--- config.mk ---
export PLATFORM = sky130hd
export DESIGN_NAME = scan_cycle_ctrl
export DESIGN_NICKNAME = d
export VERILOG_FILES = /design/src/rtl/scan_cycle_ctrl.sv
export SDC_FILE = /design/constraint.sdc
export NUM_CORES = 1
export LEC_CHECK = 0
export CAP_MARGIN = 15
export CORE_MARGIN = 1
export CORE_UTILIZATION = 53
export CTS_CLUSTER_SIZE = 14
export DETAILED_ROUTE_END_ITERATION = 6
export PLACE_DENSITY = 0.93
export SLEW_MARGIN = 10
export SYNTH_ARGS = -nofsm -noshare
export SYNTH_HDL_FRONTEND = slang
export SYNTH_SLANG_ARGS = --single-unit
--- constraint.sdc ---
create_clock -name CLK -period 4.1 [get_ports CLK]
set_clock_uncertainty 0.1 [all_clocks]
set_input_delay 1.23 -clock CLK [delete_from_list [all_inputs] [get_ports CLK]]
set_output_delay 1.23 -clock CLK [all_outputs]
set_load 0.005 [all_outputs]
--- src/rtl/scan_cycle_ctrl.sv ---
// Scan-cycle sequencer: INIT -> IN -> PROG -> OUT, repeated or single-stepped
// through WAIT, with a PROG watchdog that latches into an absorbing fault state.
module scan_cycle_ctrl #(
    parameter int INIT_LEN = 32,
    parameter int IO_LEN   = 16,
    parameter int CNT_W    = 5,
    parameter int NCH      = 2,
    parameter int WDT_W    = 16,
    parameter int SCNT_W   = 16
) (
    input  logic              CLK,
    input  logic              CLR,
    input  logic              RUN,
    input  logic              SINGLE,
    input  logic              STEP,
    input  logic [NCH-1:0]    CH_DONE,
    input  logic [WDT_W-1:0]  WDT_LIMIT,
    output logic [2:0]        STATE,
    output logic [CNT_W-1:0]  COUNT,
    output logic              START,
    output logic              WR_IMAGE,
    output logic              S_WE,
    output logic              CYCLE_END,
    output logic [SCNT_W-1:0] SCAN_CNT,
    output logic              FAULT
);

    localparam logic [2:0] ST_INIT = 3'b011;
    localparam logic [2:0] ST_IN   = 3'b010;
    localparam logic [2:0] ST_PROG = 3'b001;
    localparam logic [2:0] ST_OUT  = 3'b000;
    localparam logic [2:0] ST_WAIT = 3'b100;
    localparam logic [2:0] ST_FLT  = 3'b111;

    localparam logic [CNT_W-1:0] INIT_LAST = CNT_W'(INIT_LEN - 1);
    localparam logic [CNT_W-1:0] IO_LAST   = CNT_W'(IO_LEN - 1);

    logic [2:0]        state_reg,     state_next;
    logic [CNT_W-1:0]  count_reg,     count_next;
    logic              start_reg,     start_next;
    logic              wr_image_reg,  wr_image_next;
    logic              s_we_reg,      s_we_next;
    logic              cycle_end_reg, cycle_end_next;
    logic [SCNT_W-1:0] scan_cnt_reg,  scan_cnt_next;
    logic              fault_reg,     fault_next;
    logic [NCH-1:0]    done_latch_reg, done_latch_next;
    logic [WDT_W-1:0]  wdt_reg,       wdt_next;

    logic [NCH-1:0]    done_seen;
    logic              all_done;
    logic [CNT_W-1:0]  count_inc;
    logic [WDT_W-1:0]  wdt_inc;

    // A channel counts as done if it finished earlier in PROG or finishes now.
    generate
        for (genvar gi = 0; gi < NCH; gi++) begin : g_done
            assign done_seen[gi] = done_latch_reg[gi] | CH_DONE[gi];
        end
    endgenerate

    assign all_done  = &done_seen;
    assign count_inc = count_reg + 1'b1;
    assign wdt_inc   = wdt_reg + 1'b1;

    always_comb begin
        state_next      = state_reg;
        count_next      = count_reg;
        start_next      = 1'b0;
        wr_image_next   = wr_image_reg;
        s_we_next       = s_we_reg;
        cycle_end_next  = 1'b0;
        scan_cnt_next   = scan_cnt_reg;
        fault_next      = fault_reg;
        done_latch_next = done_latch_reg;
        wdt_next        = wdt_reg;

        case (state_reg)
            ST_INIT: begin
                if (count_reg == INIT_LAST) begin
                    state_next    = ST_IN;
                    count_next    = '0;
                    wr_image_next = 1'b1;
                end else begin
                    count_next = count_inc;
                end
            end
            ST_IN: begin
                wr_image_next = 1'b1;
                if (count_reg == IO_LAST) begin
                    state_next      = ST_PROG;
                    count_next      = '0;
                    wr_image_next   = 1'b0;
                    start_next      = 1'b1;
                    done_latch_next = '0;
                    wdt_next        = '0;
                end else begin
                    count_next = count_inc;
                end
            end
            ST_PROG: begin
                done_latch_next = done_seen;
                wdt_next        = wdt_inc;
                // Completion takes priority over a watchdog expiring in the same cycle.
                if (all_done) begin
                    state_next = ST_OUT;
                    count_next = '0;
                    s_we_next  = 1'b1;
                end else if ((WDT_LIMIT != '0) && (wdt_inc >= WDT_LIMIT)) begin
                    state_next = ST_FLT;
                    fault_next = 1'b1;
                end
            end
            ST_OUT: begin
                s_we_next = 1'b1;
                if (count_reg == IO_LAST) begin
                    s_we_next      = 1'b0;
                    count_next     = '0;
                    scan_cnt_next  = scan_cnt_reg + 1'b1;
                    cycle_end_next = 1'b1;
                    if (SINGLE) begin
                        state_next = ST_WAIT;
                    end else begin
                        state_next    = ST_IN;
                        wr_image_next = 1'b1;
                    end
                end else begin
                    count_next = count_inc;
                end
            end
            ST_WAIT: begin
                if (STEP || !SINGLE) begin
                    state_next    = ST_IN;
                    count_next    = '0;
                    wr_image_next = 1'b1;
                end
            end
            ST_FLT: begin
                fault_next    = 1'b1;
                wr_image_next = 1'b0;
                s_we_next     = 1'b0;
            end
            default: begin
                state_next    = ST_INIT;
                count_next    = '0;
                wr_image_next = 1'b0;
                s_we_next     = 1'b0;
            end
        endcase
    end

    always_ff @(posedge CLK) begin
        if (CLR) begin
            state_reg      <= ST_INIT;
            count_reg      <= '0;
            start_reg      <= 1'b0;
            wr_image_reg   <= 1'b0;
            s_we_reg       <= 1'b0;
            cycle_end_reg  <= 1'b0;
            scan_cnt_reg   <= '0;
            fault_reg      <= 1'b0;
            done_latch_reg <= '0;
            wdt_reg        <= '0;
        end else if (RUN) begin
            state_reg      <= state_next;
            count_reg      <= count_next;
            start_reg      <= start_next;
            wr_image_reg   <= wr_image_next;
            s_we_reg       <= s_we_next;
            cycle_end_reg  <= cycle_end_next;
            scan_cnt_reg   <= scan_cnt_next;
            fault_reg      <= fault_next;
            done_latch_reg <= done_latch_next;
            wdt_reg        <= wdt_next;
        end else begin
            // Frozen: everything holds, but pulses must not stretch.
            start_reg     <= 1'b0;
            cycle_end_reg <= 1'b0;
        end
    end

    assign STATE     = state_reg;
    assign COUNT     = count_reg;
    assign START     = start_reg;
    assign WR_IMAGE  = wr_image_reg;
    assign S_WE      = s_we_reg;
    assign CYCLE_END = cycle_end_reg;
    assign SCAN_CNT  = scan_cnt_reg;
    assign FAULT     = fault_reg;

endmodule

==> run_results.csv, run 1 <==
group,metric,value,unit
clocking,cts_resized,0,
detailed_routing,drcViolationCount,0,
final_layout,nets,452,
detailed_routing,num_vias,2658,
outcome,outcome,"finished, final reports clean",
sta,max_freq,0.280,GHz
final_layout,antenna_cells,0,
worst_setup_path,worstPathRequired,4230,ps
synth,synth.top_cells.by_area,"dfxtp_1 (33%), ha_1 (9.6%), nor2_1 (7.3%), xor2_1 (4.6%), xnor2_1 (3.7%)",
sta,rsz0062_at_grt,"no",
final_layout,fin_util,68.9,%
clocking,cts-root-buf,"clkbuf_8",
synth,synth_top_area_share,32.9,%
synth,synthCells,364,
final_layout,syn_to_final_growth,23.7,%
floorplan,start_util,55.7,%
worst_hold_path,min_path_type,"register to register",
detailed_routing,drtPass1Iterations,4,
placement,place.detailed.hpwl,4750,um
detailed_routing,via_per_inst,5.56,
worst_setup_path,start_kind,"register",
grt,grt.overflow.total,0,
clocking,clk_latency,300,ps
sta,tightest_slew,766,ps
grt,grt_max_degree,24,
worst_setup_path,path_cells,"ha_1 > and3_1 > and2_1 > and3_1 > xor2_1 > ha_1 > nand4_1 > nor2_1 > or3_1 > a2111oi_0 > o22ai_1 > o31ai_1",
detailed_routing,wl_per_cell,13.6,um
detailed_routing,drtAntennaViolNets,0,
worst_setup_path,end_kind,"register",
synth,synth-seq-area-share,32.9,%
worst_setup_path,critPathMaxStageDelay,580,ps
sta,fin_setup_tns,0,ps
synth,synth_top_area_cell,"dfxtp_1",
clocking,htree_levels,2,
synth,synth_flop_cell,"dfxtp_1",
synth,post-synth-top-count-cell,"nor2_1",
detailed_routing,drtIter0Drc,170,
synth,syn-num-nets,409,
placement,dp_worst_setup_slack,420,ps
synth,ys_ff_latch,47,
grt,track_usage,24.0,%
sta,hold_viol,0,
synth,synth_common_cells,"nor2_1 (56), dfxtp_1 (47), nand2_1 (27)",
detailed_routing,routed_wl,6500,um
synth,syn_area,2860,um2
synth,ys_types,50,
grt,grt_pass1_wl,10600,um
sta,slew_violations,0,
final_layout,finalNonFillerCells,478,
placement,portBuffers,51,
floorplan,die_x,75.5,um
pwr,powerDensity,346,nW/um2
floorplan,row_count,26,
sta,period_minus_slack,3570,ps
final_layout,fill_cells,422,
worst_setup_path,cp_max_fo,6,
clocking,cts_tree,"yes",
final_layout,drive_gt1_share,3.68,%
sta,finalCritPeriodShare,87.1,%
pwr,leakage,1.46,nW
worst_setup_path,critical_path_class,"register to register",
clocking,cts_setup_buffers,0,
grt,grt_pass1_vias,2502,
clocking,clock-sinks,47,
sta,fin_ws,530,ps
clocking,cts_buffer_depth,2,
floorplan,dieArea,5700,um2
floorplan,pin_count,52,
synth,yosys_warnings,0,
placement,dp_cells,470,
floorplan,core_area,5140,um2
clocking,numCtsBuffers,5,
run,drv_cap,0,
clocking,clkTransAtPathRegs,90,ps
clocking,ctsHoldBuffers,0,
synth,synth_area_per_cell,7.87,um2
sta,slew_headroom,48.7,%
synth,synth_edf_count,0,
worst_setup_path,cp_slowest_cell,"a2111oi_0",
grt,antenna_found_initial,0,
pwr,total_power,1.23,mW
floorplan,die_h,75.5,um
placement,place_congestion,0.823,
pwr,vdd_drop_max,242,uV
synth,async_flop_share,0,%
sta,setup_viol,0,
worst_setup_path,worstPathArrival,3700,ps
==> routing by layer <==
layer	vias to the layer above	track usage [%]	wire (um)
li1	1350	-	-
met1	1220	28.9	2930
met2	80	43.4	3130
met3	8	3.97	356
met4	0	8.23	87
met5	-	0	0
==> critical path, delay by kind of cell (launching register included) <==
family / cells / cell delay, ps
AO/OA/AOI/OAI: 3 / 860
XOR/XNOR: 1 / 190
adder cells (fa/ha/maj): 2 / 540
flip-flops: 1 / 430
AND/OR/NAND/NOR: 6 / 1370
==> power by group <==
group / switching [mW] / leakage, nW / internal [mW]
sequential: 0.0576 / 0.379 / 0.483
clock: 0.161 / 0.0618 / 0.201
combinational: 0.169 / 1.02 / 0.156
==> stage by stage <==
stage / area, um2 / hold WS, ps
6_report: 3540 / 426
5_1_grt: 3540 / 447
4_1_cts: 3540 / 419
3_5_place_dp: 3420 / 403
3_3_place_gp: 3420 / 386
2_1_floorplan: 2860 / 382
==> layout by cell type (no fill, tap or decap), types with 3 or more instances in the layout <==
cell type and n:
a22oi_1 11, nor4_1 5, inv_1 21, nor2b_1 6, nand4_1 6, a21oi_1 20
xnor2_1 12, xor2_1 15, clkbuf_8 6, and2_1 5, or3_1 6, and3_1 10
ha_1 22, clkdlybuf4s50_1 51, nand2_1 27, nand2b_1 6, buf_4 3, nor3_1 9
a311oi_1 3, dfxtp_1 47, nor2_1 56, o21ai_0 10, o22ai_1 3, nand3_1 9
==> logic make-up after synthesis <==
group	synth area share, %
buffers and inverters	5.77
multiplexers	0.699
XOR/XNOR	8.26
adder cells (fa/ha/maj)	9.61
AND/OR/NAND/NOR	27.0
AO/OA/AOI/OAI	15.8
flip-flops	32.9
==> final timing paths <==
kind / start / end / slack (ps) / depth (start not counted)
worst max-delay path: wdt_reg[0]$_SDFFE_PP0P_ / STATE[1]$_SDFFE_PP1P_ / 530 / 12
worst min register to register: COUNT[3]$_SDFFE_PP0P_ / COUNT[3]$_SDFFE_PP0P_ / 430 / 2
worst min-delay path: COUNT[3]$_SDFFE_PP0P_ / COUNT[3]$_SDFFE_PP0P_ / 430 / 2
worst max register to register: wdt_reg[0]$_SDFFE_PP0P_ / STATE[1]$_SDFFE_PP1P_ / 530 / 12
==> layout make-up <==
cell class | count | area, um2 | share of cell area (%)
clock buffers | 6 | 82.6 | 2.33
clock inverters | 2 | 38.8 | 1.09
inverters | 22 | 82.6 | 2.33
multi-input cells | 276 | 1760 | 49.6
flip-flops and latches | 47 | 941 | 26.6
well taps | 70 | 87.6 | 2.47
repair buffers | 55 | 553 | 15.6
No activity file was read; power rests on OpenSTA's default activity.
==> run 2, diff against run 1 <==
- SKIP_LAST_GASP: unset -> 1
==> results of run 2 <==
Final layout, timing and power as in run 1 (identical DEF).
